### config.mk
export PLATFORM = sky130hd
export DESIGN_NAME = sayuru_port_arbiter
export DESIGN_NICKNAME = d
export VERILOG_FILES = /design/src/rtl/nway_cache_def.sv /design/src/rtl/sayuru_rr_select.sv /design/src/rtl/sayuru_port_arbiter.sv
export SDC_FILE = /design/constraint.sdc
export NUM_CORES = 1
export LEC_CHECK = 0
export ABC_AREA = 1
export CORE_ASPECT_RATIO = 1.2
export CORE_MARGIN = 2
export CORE_UTILIZATION = 33
export DETAILED_ROUTE_END_ITERATION = 10
export HOLD_SLACK_MARGIN = 0.03
export PLACE_DENSITY = 0.77
export SYNTH_ARGS = -nofsm -noshare
export SYNTH_HDL_FRONTEND = slang
export SYNTH_SLANG_ARGS = --single-unit
### constraint.sdc
create_clock -name clk_i -period 2.2 [get_ports clk_i]
set_clock_uncertainty 0.2 [all_clocks]
set_input_delay 0.55 -clock clk_i [delete_from_list [all_inputs] [get_ports clk_i]]
set_output_delay 0.55 -clock clk_i [all_outputs]
set_load 0.01 [all_outputs]
### src/rtl/nway_cache_def.sv
// Shared cache definitions: default bus widths, cache typedefs and the port arbiter state enum.
package nway_cache_def;

   localparam int unsigned CACHE_ADDR_WIDTH = 16;
   localparam int unsigned CACHE_DATA_WIDTH = 32;
   localparam int unsigned CACHE_BE_WIDTH   = CACHE_DATA_WIDTH / 8;

   typedef logic [CACHE_ADDR_WIDTH-1:0] cache_addr_t;
   typedef logic [CACHE_DATA_WIDTH-1:0] cache_data_t;
   typedef logic [CACHE_BE_WIDTH-1:0]   cache_be_t;

   // One cache access as seen on the cache side of the arbiter.
   typedef struct packed {
      cache_addr_t addr;
      logic        we;
      cache_be_t   be;
      cache_data_t wdata;
   } cache_req_t;

   // Port arbiter state: idle, request outstanding at the cache, waiting for the response.
   typedef enum logic [1:0] {
      ARB_IDLE = 2'd0,
      ARB_REQ  = 2'd1,
      ARB_RESP = 2'd2
   } arb_state_e;

   // Width of a requester index; never zero so a single-requester build still has a port.
   function automatic int unsigned idx_width(input int unsigned n);
      return (n > 1) ? $clog2(n) : 1;
   endfunction

endpackage

### src/rtl/sayuru_rr_select.sv
// Round-robin selector: first requester after i_last_owner (wrapping) whose request is set.
module sayuru_rr_select
   import nway_cache_def::*;
#(
   parameter int unsigned NUM_REQ = 2
) (
   input  logic [NUM_REQ-1:0]            i_req,
   input  logic [idx_width(NUM_REQ)-1:0] i_last_owner,
   output logic                          o_valid_c,
   output logic [idx_width(NUM_REQ)-1:0] o_index_c
);

   localparam int unsigned IDX_W = idx_width(NUM_REQ);

   logic [IDX_W-1:0] w_cand;

   // Walk candidates last_owner+1 .. last_owner+NUM_REQ and keep the first one requesting.
   always_comb begin
      o_valid_c = 1'b0;
      o_index_c = '0;
      w_cand    = '0;
      for (int unsigned i = 1; i <= NUM_REQ; i++) begin
         w_cand = IDX_W'((32'(i_last_owner) + i) % NUM_REQ);
         if (!o_valid_c && i_req[w_cand]) begin
            o_valid_c = 1'b1;
            o_index_c = w_cand;
         end
      end
   end

endmodule

### src/rtl/sayuru_port_arbiter.sv
// Round-robin arbiter sharing one cache port between NUM_REQ requesters, one transaction in flight.
module sayuru_port_arbiter
   import nway_cache_def::*;
#(
   parameter int unsigned ADDR_WIDTH = 16,
   parameter int unsigned DATA_WIDTH = 32,
   parameter int unsigned NUM_REQ    = 2
) (
   input  logic                              clk_i,
   input  logic                              rst_i,
   input  logic [NUM_REQ-1:0]                in_data_req_i,
   output logic [NUM_REQ-1:0]                in_data_gnt_o,
   output logic [NUM_REQ-1:0]                in_data_rvalid_o,
   input  logic [NUM_REQ*ADDR_WIDTH-1:0]     in_data_addr_i,
   input  logic [NUM_REQ-1:0]                in_data_we_i,
   input  logic [NUM_REQ*DATA_WIDTH/8-1:0]   in_data_be_i,
   input  logic [NUM_REQ*DATA_WIDTH-1:0]     in_data_wdata_i,
   output logic [DATA_WIDTH-1:0]             in_data_rdata_o,
   output logic                              out_data_req_o,
   output logic [ADDR_WIDTH-1:0]             out_data_addr_o,
   output logic                              out_data_we_o,
   output logic [DATA_WIDTH/8-1:0]           out_data_be_o,
   output logic [DATA_WIDTH-1:0]             out_data_wdata_o,
   input  logic                              out_data_gnt_i,
   input  logic                              out_data_rvalid_i,
   input  logic [DATA_WIDTH-1:0]             out_data_rdata_i,
   output logic [idx_width(NUM_REQ)-1:0]     owner_o,
   output logic                              busy_o
);

   localparam int unsigned BE_WIDTH = DATA_WIDTH / 8;
   localparam int unsigned IDX_W    = idx_width(NUM_REQ);

   arb_state_e            r_state,      w_state_nxt;
   logic [IDX_W-1:0]      r_owner,      w_owner_nxt;
   logic [IDX_W-1:0]      r_last_owner, w_last_owner_nxt;
   logic                  r_req,        w_req_nxt;
   logic [ADDR_WIDTH-1:0] r_addr,       w_addr_nxt;
   logic                  r_we,         w_we_nxt;
   logic [BE_WIDTH-1:0]   r_be,         w_be_nxt;
   logic [DATA_WIDTH-1:0] r_wdata,      w_wdata_nxt;

   logic                  w_sel_valid;
   logic [IDX_W-1:0]      w_sel_idx;
   logic [NUM_REQ-1:0]    w_gnt;
   logic [NUM_REQ-1:0]    w_rvalid;
   logic [DATA_WIDTH-1:0] w_rdata;

   logic [ADDR_WIDTH-1:0] w_addr_arr  [NUM_REQ];
   logic [BE_WIDTH-1:0]   w_be_arr    [NUM_REQ];
   logic [DATA_WIDTH-1:0] w_wdata_arr [NUM_REQ];

   // Unpack the per-requester request fields.
   for (genvar g = 0; g < NUM_REQ; g++) begin : g_unpack
      assign w_addr_arr[g]  = in_data_addr_i[g*ADDR_WIDTH +: ADDR_WIDTH];
      assign w_be_arr[g]    = in_data_be_i[g*BE_WIDTH +: BE_WIDTH];
      assign w_wdata_arr[g] = in_data_wdata_i[g*DATA_WIDTH +: DATA_WIDTH];
   end

   sayuru_rr_select #(
      .NUM_REQ (NUM_REQ)
   ) u_rr_select (
      .i_req        (in_data_req_i),
      .i_last_owner (r_last_owner),
      .o_valid_c    (w_sel_valid),
      .o_index_c    (w_sel_idx)
   );

   // State and captured-request registers; last_owner resets to the top index so requester 0 wins first.
   always_ff @(posedge clk_i or posedge rst_i) begin
      if (rst_i) begin
         r_state      <= ARB_IDLE;
         r_owner      <= '0;
         r_last_owner <= IDX_W'(NUM_REQ - 1);
         r_req        <= 1'b0;
         r_addr       <= '0;
         r_we         <= 1'b0;
         r_be         <= '0;
         r_wdata      <= '0;
      end else begin
         r_state      <= w_state_nxt;
         r_owner      <= w_owner_nxt;
         r_last_owner <= w_last_owner_nxt;
         r_req        <= w_req_nxt;
         r_addr       <= w_addr_nxt;
         r_we         <= w_we_nxt;
         r_be         <= w_be_nxt;
         r_wdata      <= w_wdata_nxt;
      end
   end

   // Next-state logic plus combinational routing of cache grant/response to the owner only.
   always_comb begin
      w_state_nxt      = r_state;
      w_owner_nxt      = r_owner;
      w_last_owner_nxt = r_last_owner;
      w_req_nxt        = r_req;
      w_addr_nxt       = r_addr;
      w_we_nxt         = r_we;
      w_be_nxt         = r_be;
      w_wdata_nxt      = r_wdata;
      w_gnt            = '0;
      w_rvalid         = '0;
      w_rdata          = '0;

      unique case (r_state)
         ARB_IDLE: begin
            // Cache gnt/rvalid here are stray and dropped.
            if (w_sel_valid) begin
               w_owner_nxt = w_sel_idx;
               w_req_nxt   = 1'b1;
               w_addr_nxt  = w_addr_arr[w_sel_idx];
               w_we_nxt    = in_data_we_i[w_sel_idx];
               w_be_nxt    = w_be_arr[w_sel_idx];
               w_wdata_nxt = w_wdata_arr[w_sel_idx];
               w_state_nxt = ARB_REQ;
            end
         end

         ARB_REQ: begin
            // rvalid without gnt cannot belong to this request and is ignored.
            w_gnt[r_owner] = out_data_gnt_i;
            if (out_data_gnt_i) begin
               w_req_nxt   = 1'b0;
               w_addr_nxt  = '0;
               w_we_nxt    = 1'b0;
               w_be_nxt    = '0;
               w_wdata_nxt = '0;
               if (out_data_rvalid_i) begin
                  w_rvalid[r_owner] = 1'b1;
                  w_rdata           = out_data_rdata_i;
                  w_last_owner_nxt  = r_owner;
                  w_state_nxt       = ARB_IDLE;
               end else begin
                  w_state_nxt = ARB_RESP;
               end
            end
         end

         ARB_RESP: begin
            w_rvalid[r_owner] = out_data_rvalid_i;
            if (out_data_rvalid_i) begin
               w_rdata          = out_data_rdata_i;
               w_last_owner_nxt = r_owner;
               w_state_nxt      = ARB_IDLE;
            end
         end

         default: begin
            w_state_nxt = ARB_IDLE;
         end
      endcase
   end

   assign in_data_gnt_o    = w_gnt;
   assign in_data_rvalid_o = w_rvalid;
   assign in_data_rdata_o  = w_rdata;
   assign out_data_req_o   = r_req;
   assign out_data_addr_o  = r_addr;
   assign out_data_we_o    = r_we;
   assign out_data_be_o    = r_be;
   assign out_data_wdata_o = r_wdata;
   assign owner_o          = r_owner;
   assign busy_o           = (r_state != ARB_IDLE);

endmodule

==> metrics.txt, run 1 <==
result of the run complete, but fails checks; violations in the final reports negative setup slack; area grow syn2layout 90.1%; maximum number of pins on one net before global-route repair 43; Std-Cell Rows 41; reported leakage power 3.40 nW; Max IR drop VDD 0.817 mV; number of nets in the final layout 919; placeable core area 0.0105 mm^2; global route total overflow 0; startpoint type of the worst setup path flop; number of stages on the worst hold path 2; synth warn 0; most common cell after layout, fill and taps aside sky130_fd_sc_hd__nand2_1; sequential element share of the synthesized area 41.2%; PortBufs 235; dpl hpwl about 9500 um; clock-pin slew reported for the worst setup and hold paths after clock tree synthesis about 0.05 ns; post-layout power 0.00790 W; Required @ worst endpoint 1.45 ns; Die H 117 um; CTS max path bufs 2; ports placed on the boundary ~240; maximum fanout along the worst path 8; Avg WL per Cell 14.9 um; Synth cell types 18; register bit total from synthesis 58; Chip Width 98.4 um; final-layout setup total negative slack -7.76 ns; minimum setup slack in the final design -0.269 ns; Clk Tree Root Cell sky130_fd_sc_hd__clkbuf_16; final count of negative-setup-slack endpoints 34; top library cells by usage in the layout, fill and taps aside 223 x sky130_fd_sc_hd__nand2_1, 196 x sky130_fd_sc_hd__clkdlybuf4s50_1, 109 x sky130_fd_sc_hd__nand3_1, 57 x sky130_fd_sc_hd__dfrtp_1, 37 x sky130_fd_sc_hd__inv_1; DRC violations left 0; Fmax achieved 0.405 GHz; final max-slew violation count 0; area of the die between 0.01 and 0.015 mm^2; terminating pin of the worst hold path out_data_wdata_o[1]$_DFFE_PP0P_; wire length after detailed routing 13400 um; worst min-delay path startpoint out_data_wdata_o[1]$_DFFE_PP0P_; diodes inserted 0; # clock sinks 58; Worst R2R Path Depth 10; final hold violation count 0; Max Cap Violations 0; GRT Resource Usage Total 21.0%; average cell area after synthesis 6.68 um^2; RR Endpoint out_data_addr_o[1]$_DFFE_PP0P_; share of post-route cells with drive strength above 1 18.0%; R2R Setup Slk 0.18 ns; worst relative slew slack 71.8%; CP Capture Type output port; H-tree levels 3; per-cell via count in the routed design 4.73; RSZ-0062 raised after global routing yes; TritonCTS clock tree done; Post-Syn Nets 677; remaining antenna violation count 0; Non-Filler Instances between 900 and 1000; clock latency reported for the late side of the worst-skew pair 0.32 ns; total standard cell area after synthesis roughly 0.0035 mm^2; CTS Buf Count 9; instance count after placement with tap cells included just under 900; category of the critical setup timing path flop to output port; routability cong. 0.767; source of the worst register-to-register timing path r_state[0]$_DFFE_PP0P_; wire length of the first global-routing pass 19600 um; shortest period the worst path allows 2.47 ns; period utilisation layout 112%; vias after detailed routing between 4000 and 5000; antenna violations before repair 0; actual transition at the worst max-transition pin 0.422 ns; Starting DRT DRC Count between 100 and 150; Worst Hold Class flop to flop; Critical Path AT 1.72 ns; effective utilization at floorplan between 30% and 40%; synthesized netlist cell count ~530; via count of the first global-routing pass just over 4000; Initial DRT Pass Iterations 4; power density over the cells ~1200 mW/mm^2
-- where the power goes --
group / switching, W / internal [W] / total, W / leakage, nW
clock network: 0.000461 / 0.00104 / 0.00151 / 0.154
registers: 0.000254 / 0.00153 / 0.00179 / 0.743
logic: 0.00244 / 0.00217 / 0.00461 / 2.51
total: 0.00315 / 0.00475 / 0.00790 / 3.40
-- per-stage QoR --
stage	hold WS, ns	util [%]	worst slack [ns]	area [um^2]
after floorplan	0.273	-	0.0237	3530
after global placement	0.261	58.3	-0.616	6100
after detailed placement	0.264	58.3	-0.688	6100
after CTS	0.277	61.0	-0.399	6380
after global routing	0.285	64.1	-0.333	6710
final	0.274	64.1	-0.269	6710
-- kinds of logic (layout without fill, tap and decap cells) --
kind of cell               Yosys count  in the layout  synth area share (%)
DFF                                 58             58                  41.2
AOI/OAI and AO/OA                    6              6                 0.851
and+or+nand+nor                    380            380                  45.0
buffers and inverters               79            325                  11.2
adders and majority gates            5              5                  1.77
-- critical path, stage by stage (launching register included) --
cell	delay [ns]
sky130_fd_sc_hd__dfrtp_1	0.42
sky130_fd_sc_hd__inv_2	0.09
sky130_fd_sc_hd__ha_4	0.27
sky130_fd_sc_hd__nand2_2	0.04
sky130_fd_sc_hd__inv_2	0.07
sky130_fd_sc_hd__nand2_4	0.09
sky130_fd_sc_hd__clkbuf_16	0.20
sky130_fd_sc_hd__nor2_2	0.09
sky130_fd_sc_hd__buf_2	0.14
-- routing by layer --
metal | wire length, um | track usage, % | vias up | part of all wire (%)
met3 | 761 | 4.99 | 25 | 5.7
met2 | 7030 | 38.2 | 144 | 52
met1 | 5370 | 24.8 | 1985 | 40
li1 | - | - | 2117 | -
met4 | 244 | 5.94 | 0 | 1.8
met5 | 0 | 0 | - | 0
-- how the worst max path moves through the flow --
stage	start	slack, ns	endpoint	cells after the start
finish	r_state[0]$_DFFE_PP0P_	-0.27	in_data_rdata_o[17]	8
global route	r_state[0]$_DFFE_PP0P_	-0.33	in_data_rdata_o[17]	8
CTS	r_state[0]$_DFFE_PP0P_	-0.40	in_data_rdata_o[13]	8
detailed placement	out_data_gnt_i	-0.69	in_data_rdata_o[11]	7
global placement	out_data_gnt_i	-0.62	in_data_rdata_o[0]	7
floorplan	rst_i	0.02	out_data_addr_o[0]$_DFFE_PP0P_	1
-- registers in the layout, summed over array words and instances, names as in the netlist --
name	cells
out_data_addr_o	16
out_data_we_o	1
owner_o	1
r_state	2
out_data_wdata_o	32
r_last_owner	1
out_data_be_o	4
out_data_req_o	1
-- cell type report --
class	count	area, um^2
Clock inverter	4	75.1
Timing Repair Buffer	265	2670
Fill cell	916	3760
Multi-Input combinational cell	391	1930
Inverter	45	169
Tap cell	129	161
Sequential cell	58	1450
Clock buffer	11	253
-- repair_timing --
action / in CTS / in global routing
endpoints found under the setup margin: 37 / 37
setup buffers: 0 / 2
pin swaps: 0 / 7
gates resized for setup: 49 / 190
cloned: 0 / 3
hold buffers: 0 / 0
-- synth_stat cells (all sizes together) --
| cell type | number | area share, % |
|---|---|---|
| a21oi | 1 | 0.14 |
| buf | 29 | 5.9 |
| clkbuf | 5 | 0.53 |
| dfrtp | 57 | 40 |
| dfstp | 1 | 0.74 |
| ha | 5 | 1.8 |
| inv | 45 | 4.8 |
| nand2 | 232 | 25 |
| nand3 | 110 | 16 |
| nor2 | 38 | 4.3 |
| o21ai | 5 | 0.71 |
(Power assumes the default switching activity.)
==> run 2, diff against run 1 <==
- CORE_UTILIZATION: 33 -> 32
- CTS_CLUSTER_SIZE: not set -> 24
- PLACE_DENSITY: 0.77 -> 0.76
- SYNTH_HIERARCHICAL: not set -> 1
==> metrics.txt, run 2 <==
power density over the cells 1180 mW/mm^2 (about the same); cell area after placement 0.00602 mm^2 (was 0.00610 mm^2); Synth cell types 21 (was 18); power share of the clock group 18.4% (was 19.0%); maximum number of pins on one net before global-route repair 59 (was 43); library cell with the largest summed area after synthesis sky130_fd_sc_hd__dfrtp_1 (unchanged); area of the die 0.0115 mm^2 (about the same); Starting DRT DRC Count 127 (was 126); vias after detailed routing 4071 (was 4271); top cells by count, synth 175 x sky130_fd_sc_hd__nand2_1, 144 x sky130_fd_sc_hd__nor2_1, 57 x sky130_fd_sc_hd__dfrtp_1 (was 227 x sky130_fd_sc_hd__nand2_1, 109 x sky130_fd_sc_hd__nand3_1, 57 x sky130_fd_sc_hd__dfrtp_1); number of synthesized flops with an enable pin 0 (unchanged); period utilisation layout 108% (was 112%); Critical Path AT 1.63 ns (was 1.72 ns); GRT Resource Usage Total 19.5% (was 21.0%); per-cell via count in the routed design 4.56 (was 4.73); Die H 117 um (about the same); Yosys top cell area share 41.9% (was 40.4%); shortest period the worst path allows 2.38 ns (was 2.47 ns); # clock sinks 58 (unchanged); worst setup slack before clock tree synthesis -0.715 ns (was -0.688 ns); H-tree levels 3 (unchanged); minimum setup slack in the final design -0.183 ns (was -0.269 ns); finished layout cell area 0.00617 mm^2 (was 0.00671 mm^2); routability cong. 0.781 (was 0.767); Chip Width 98.1 um (was 98.4 um); Max Cap Violations 0 (unchanged); startpoint type of the worst setup path flop (unchanged); combinational share of power 56.4% (was 58.3%); dpl hpwl 8750 um (was 9500 um); Fmax achieved 0.420 GHz (was 0.405 GHz); final count of negative-setup-slack endpoints 34 (unchanged); Post-synth ARST share 100% (unchanged); Max IR drop VDD 0.525 mV (was 0.817 mV); synth warn 6 (was 0); Post-Syn Nets 670 (was 677); global route total overflow 0 (unchanged); category of the critical setup timing path flop to output port (unchanged); final max-slew violation count 0 (unchanged); Initial DRT Pass Iterations 4 (unchanged); final hold violation count 0 (unchanged); most common cell after layout, fill and taps aside sky130_fd_sc_hd__clkdlybuf4s50_1 (was sky130_fd_sc_hd__nand2_1); largest cells by area after synthesis sky130_fd_sc_hd__dfrtp_1 42%, sky130_fd_sc_hd__nand2_1 19%, sky130_fd_sc_hd__nor2_1 16% (was sky130_fd_sc_hd__dfrtp_1 40%, sky130_fd_sc_hd__nand2_1 24%, sky130_fd_sc_hd__nand3_1 15%); top library cells by usage in the layout, fill and taps aside 197 x sky130_fd_sc_hd__clkdlybuf4s50_1, 174 x sky130_fd_sc_hd__nand2_1, 142 x sky130_fd_sc_hd__nor2_1, 57 x sky130_fd_sc_hd__dfrtp_1, 39 x sky130_fd_sc_hd__o21ai_0 (was 223 x sky130_fd_sc_hd__nand2_1, 196 x sky130_fd_sc_hd__clkdlybuf4s50_1, 109 x sky130_fd_sc_hd__nand3_1, 57 x sky130_fd_sc_hd__dfrtp_1, 37 x sky130_fd_sc_hd__inv_1); Required @ worst endpoint 1.45 ns (about the same); effective utilization at floorplan 32.5% (was 33.7%); CTS Buf Count 9 (unchanged); number of stages on the worst hold path 2 (unchanged); diodes inserted 0 (unchanged); area grow syn2layout 81.3% (was 90.1%); fraction of power consumed by sequential logic 25.2% (was 22.6%); clock latency reported for the late side of the worst-skew pair 0.32 ns (about the same); main flop type after synthesis sky130_fd_sc_hd__dfrtp_1 (unchanged); average cell area after synthesis 6.52 um^2 (was 6.68 um^2); Avg WL per Cell 12.8 um (was 14.9 um); antenna violations before repair 0 (unchanged); number of nets in the final layout 908 (was 919); Filler Cell Count 963 (was 916); violations in the final reports negative setup slack (unchanged); clock-pin slew reported for the worst setup and hold paths after clock tree synthesis 0.05 ns (about the same); RSZ-0062 raised after global routing yes (unchanged); most common cell in the synthesized netlist sky130_fd_sc_hd__nand2_1 (unchanged); CTS hold repair buffers 0 (unchanged); remaining antenna violation count 0 (unchanged); Int Power 0.00442 W (was 0.00475 W); placeable core area 0.0105 mm^2 (unchanged); sequential element share of the synthesized area 42.7% (was 41.2%); TritonCTS clock tree done (unchanged); Worst Hold Class flop to flop (unchanged); reported leakage power 3.15 nW (was 3.40 nW); final-layout setup total negative slack -5.35 ns (was -7.76 ns); CTS max path bufs 2 (unchanged); Std-Cell Rows 41 (unchanged); via count of the first global-routing pass 3861 (was 4121); DRC violations left 0 (unchanged); result of the run complete, but fails checks (unchanged); synthesized netlist cell count 522 (was 528); post-layout power 0.00728 W (was 0.00790 W); worst relative slew slack 79.7% (was 71.8%); R2R Setup Slk 0.44 ns (was 0.18 ns); ports placed on the boundary 236 (unchanged); Net Sw Frac 39.3% (was 39.9%); actual transition at the worst max-transition pin 0.304 ns (was 0.422 ns); maximum fanout along the worst path 31 (was 8); net load switching power 0.00286 W (was 0.00315 W); Worst R2R Path Depth 8 (was 10); share of post-route cells with drive strength above 1 11.8% (was 18.0%); PortBufs 235 (unchanged); wire length of the first global-routing pass 18000 um (was 19600 um); total standard cell area after synthesis 0.00340 mm^2 (was 0.00353 mm^2); wire length after detailed routing 11400 um (was 13400 um); register bit total from synthesis 58 (unchanged); flip-flop count of the largest register after layout 32 (unchanged); Clk Tree Root Cell sky130_fd_sc_hd__clkbuf_16 (unchanged); CP Capture Type output port (unchanged)
## run 2: critical path: stages, from the launching register on
cell,delay (ns)
sky130_fd_sc_hd__dfrtp_1,0.38
sky130_fd_sc_hd__inv_2,0.08
sky130_fd_sc_hd__ha_2,0.18
sky130_fd_sc_hd__nand2_1,0.08
sky130_fd_sc_hd__nand2_2,0.10
sky130_fd_sc_hd__nand3_4,0.09
sky130_fd_sc_hd__buf_12,0.17
sky130_fd_sc_hd__nor2_2,0.10
sky130_fd_sc_hd__buf_2,0.13
## run 2: path summary, 6_finish.rpt
path,startpoint,endpoint
worst min register to register,out_data_addr_o[1]$_DFFE_PP0P_,out_data_addr_o[1]$_DFFE_PP0P_
min in group asynchronous,rst_i,out_data_be_o[0]$_DFFE_PP0P_
worst max-delay path,r_state[1]$_DFFE_PP0P_,in_data_rdata_o[30]
max in group asynchronous,rst_i,r_last_owner$_DFFE_PP1P_
worst min-delay path,out_data_addr_o[1]$_DFFE_PP0P_,out_data_addr_o[1]$_DFFE_PP0P_
worst max register to register,r_state[0]$_DFFE_PP0P_,out_data_wdata_o[18]$_DFFE_PP0P_
## run 2: cell type report
class	instances	area (um^2)	area share [%]
inverter	44	165	2.68
clock inverter	3	40.0	0.649
sequential	58	1450	23.5
timing repair buffer	257	2450	39.8
clock buffer	12	246	3.99
tap	129	161	2.62
multi-input combinational	390	1650	26.7
## run 2: kinds of logic after synthesis
family,synth area share (%)
and+or+nand+nor,37.2
buffers and inverters,10.1
AOI/OAI and AO/OA,8.57
DFF,42.7
adders and majority gates,1.47
## run 2: routing by layer
layer | GRT usage [%] | vias up | routed length [um]
li1 | - | 2044 | -
met1 | 20.6 | 1838 | 4250
met2 | 36.8 | 174 | 5840
met3 | 6.47 | 15 | 1140
met4 | 6.39 | 0 | 192
met5 | 0 | - | 0
## run 2: metrics by stage
step                instances  hold WS (ns)  utilization, %
CTS                       893         0.282            59.0
floorplan                 522         0.242               -
finish                    893         0.275            59.0
global route              893         0.296            59.0
global placement          877         0.261            57.5
detailed placement        877         0.267            57.5
## run 2: repair_timing
| action | CTS | global route |
|---|---|---|
| buffers inserted | 1 | 0 |
| pin swaps | 0 | 0 |
| endpoints found under the setup margin | 37 | 37 |
| gates resized for setup | 153 | 4 |
## run 2: power groups by stage
stage	Combinational (W)	Clock [W]	Sequential (W)
2_1_floorplan	0.00200	0	0.00202
3_3_place_gp	0.00411	0	0.00182
3_5_place_dp	0.00420	0	0.00185
4_1_cts	0.00418	0.00137	0.00184
5_1_grt	0.00460	0.00143	0.00189
6_report	0.00410	0.00134	0.00184
==> run 3, diff against run 2 <==
- CORE_UTILIZATION: 32 -> 36
- PLACE_DENSITY: 0.76 -> 0.81
- clock period: 2.2 -> 2.7 ns (I/O delays scaled with it)
==> metrics.txt, run 3 (same netlist as run 2, synthesis figures left out) <==
result of the run finished, final reports clean (was complete, but fails checks); Clk Tree Root Cell sky130_fd_sc_hd__clkbuf_8 (was sky130_fd_sc_hd__clkbuf_16); antenna violations before repair 0 (unchanged); share of post-route cells with drive strength above 1 12.1% (was 11.8%); source of the worst register-to-register timing path r_state[1]$_DFFE_PP0P_ (was r_state[0]$_DFFE_PP0P_); number of stages on the worst hold path 2 (unchanged); FF/Latch Area 0.00145 mm^2 (unchanged); fraction of power consumed by sequential logic 27.0% (was 25.2%); Chip Width 92.8 um (was 98.1 um); terminating pin of the worst hold path out_data_wdata_o[14]$_DFFE_PP0P_ (was out_data_addr_o[1]$_DFFE_PP0P_); Max Cap Violations 0 (unchanged); finished layout cell area 0.00605 mm^2 (was 0.00617 mm^2); clock-pin slew reported for the worst setup and hold paths after clock tree synthesis 0.07 ns (was 0.05 ns); DRC violations left 0 (unchanged); Initial DRT Pass Iterations 4 (unchanged); R2R Setup Slk 0.57 ns (was 0.44 ns); net load switching power 0.00236 W (was 0.00286 W); CTS hold repair buffers 0 (unchanged); placeable core area 0.00913 mm^2 (was 0.0105 mm^2); per-cell via count in the routed design 4.61 (was 4.56); worst setup slack before clock tree synthesis -0.424 ns (was -0.715 ns); Max IR drop VDD 0.536 mV (was 0.525 mV); effective utilization at floorplan 37.3% (was 32.5%); wire length of the first global-routing pass 19400 um (was 18000 um); Worst Hold Class flop to flop (unchanged); power share of the clock group 12.5% (was 18.4%); via count of the first global-routing pass 3960 (was 3861); diodes inserted 0 (unchanged); number of nets in the final layout 905 (was 908); post-layout power 0.00554 W (was 0.00728 W); maximum number of pins on one net before global-route repair 59 (unchanged); combinational share of power 60.5% (was 56.4%); final max-slew violation count 0 (unchanged); actual transition at the worst max-transition pin 0.926 ns (was 0.304 ns); Starting DRT DRC Count 241 (was 127); period utilisation layout about 100%; Avg WL per Cell 13.8 um (was 12.8 um); clock latency reported for the late side of the worst-skew pair 0.32 ns (about the same); GRT Resource Usage Total 23.3% (was 19.5%); category of the critical setup timing path flop to output port (unchanged); launching instance or port of the critical path r_state[0]$_DFFE_PP0P_ (was r_state[1]$_DFFE_PP0P_); maximum fanout along the worst path 8 (was 31); area grow syn2layout 77.8% (was 81.3%); worst min-delay path startpoint out_data_wdata_o[14]$_DFFE_PP0P_ (was out_data_addr_o[1]$_DFFE_PP0P_); final count of negative-setup-slack endpoints 0 (was 34); routability cong. 0.929 (was 0.781); area of the die 0.0103 mm^2 (was 0.0115 mm^2); Std-Cell Rows 38 (was 41); CP Capture Type output port (unchanged); Filler Cell Count 774 (was 963); startpoint type of the worst setup path flop (unchanged); CTS Buf Count 9 (unchanged); PortBufs 235 (unchanged); top library cells by usage in the layout, fill and taps aside 197 x sky130_fd_sc_hd__clkdlybuf4s50_1, 173 x sky130_fd_sc_hd__nand2_1, 137 x sky130_fd_sc_hd__nor2_1, 57 x sky130_fd_sc_hd__dfrtp_1, 39 x sky130_fd_sc_hd__o21ai_0 (was 197 x sky130_fd_sc_hd__clkdlybuf4s50_1, 174 x sky130_fd_sc_hd__nand2_1, 142 x sky130_fd_sc_hd__nor2_1, 57 x sky130_fd_sc_hd__dfrtp_1, 39 x sky130_fd_sc_hd__o21ai_0); RR Endpoint out_data_wdata_o[28]$_DFFE_PP0P_ (was out_data_wdata_o[18]$_DFFE_PP0P_); most common cell after layout, fill and taps aside sky130_fd_sc_hd__clkdlybuf4s50_1 (unchanged); area of combinational cells with multiple inputs 0.00167 mm^2 (was 0.00165 mm^2); CTS max path bufs 2 (unchanged); Worst R2R Path Depth 9 (was 8); worst relative slew slack 38.2% (was 79.7%); TritonCTS clock tree done (unchanged); Net Sw Frac 42.5% (was 39.3%); cell area after placement 0.00588 mm^2 (was 0.00602 mm^2); H-tree levels 3 (unchanged); RSZ-0062 raised after global routing yes (unchanged); final hold violation count 0 (unchanged); wire length after detailed routing 12200 um (was 11400 um); Critical Path AT 1.80 ns (was 1.63 ns); post-route worst hold slack 0.279 ns (was 0.275 ns); Required @ worst endpoint 1.82 ns (was 1.45 ns); global route total overflow 0 (unchanged); Int Power 0.00318 W (was 0.00442 W); Die H 111 um (was 117 um); minimum setup slack in the final design 0.0210 ns (was -0.183 ns); dpl hpwl 8700 um (was 8750 um); shortest period the worst path allows 2.68 ns; Fmax achieved roughly 0.37 GHz; ports placed on the boundary 236 (unchanged); vias after detailed routing 4069 (was 4071); remaining antenna violation count 0 (unchanged); # clock sinks 58 (unchanged); instance count after placement with tap cells included 859 (was 877); Non-Filler Instances 882 (was 893); flip-flop count of the largest register after layout 32 (unchanged); power density over the cells 915 mW/mm^2 (was 1180 mW/mm^2); reported leakage power 3.08 nW (was 3.15 nW)
==> run 3: cell types whose count changed in the layout (fill, tap and decap cells not counted), sizes merged, moves of 2 or more <==
cell         change
buf             -14
clkbuf           +8
clkinvlp         +2
dlygate4sd2      +3
==> run 3: how the worst max path moves through the flow <==
stage | end | slack [ns]
3_5_place_dp | in_data_rdata_o[9] | -0.42
4_1_cts | in_data_rdata_o[7] | 0.001
5_1_grt | in_data_rdata_o[11] | -0.13
2_1_floorplan | out_data_addr_o[0]$_DFFE_PP0P_ | 0.40
3_3_place_gp | in_data_rvalid_o[1] | -0.34
6_report | in_data_rdata_o[9] | 0.02
==> run 3: layout make-up <==
cell class	count	share of cell area [%]
timing repair buffer	254	40.4
multi-input combinational	390	27.6
inverter	44	2.73
clock inverter	5	0.496
clock buffer	11	2.34
sequential	58	24.0
tap	120	2.48
==> run 3: power groups by stage <==
stage,combinational (W),clock [W],sequential (W)
after global routing,0.00370,0.000760,0.00154
final,0.00335,0.000690,0.00150
after CTS,0.00335,0.000712,0.00150
after floorplan,0.00163,0,0.00164
after global placement,0.00321,0,0.00148
after detailed placement,0.00329,0,0.00150
==> run 3: repair_timing <==
action / in CTS / in global routing
setup endpoints to repair: 36 / 34
buffers inserted: 2 / 2
gates cloned: 3 / 0
pin swaps: 3 / 1
gates resized for setup: 120 / 30
==> run 3: per-layer routing <==
layer	part of all wire [%]	global-route usage (%)
met5	0	0
met1	40	27.4
met4	2.5	7.55
met3	7.8	6.00
met2	50	41.1
==> run 3: per-stage QoR <==
step	setup TNS (ns)	utilization, %
finish	0	66.3
global route	-1.29	66.3
CTS	0	66.1
detailed placement	-13.63	64.4
global placement	-11.75	64.4
floorplan	0	-
==> run 3: critical path, cell delays in order, from the launching register on <==
cell	delay (ns)
sky130_fd_sc_hd__dfrtp_1	0.39
sky130_fd_sc_hd__inv_2	0.08
sky130_fd_sc_hd__ha_1	0.34
sky130_fd_sc_hd__nand3_4	0.15
sky130_fd_sc_hd__buf_12	0.17
sky130_fd_sc_hd__buf_16	0.13
sky130_fd_sc_hd__nor2_2	0.08
sky130_fd_sc_hd__buf_2	0.14
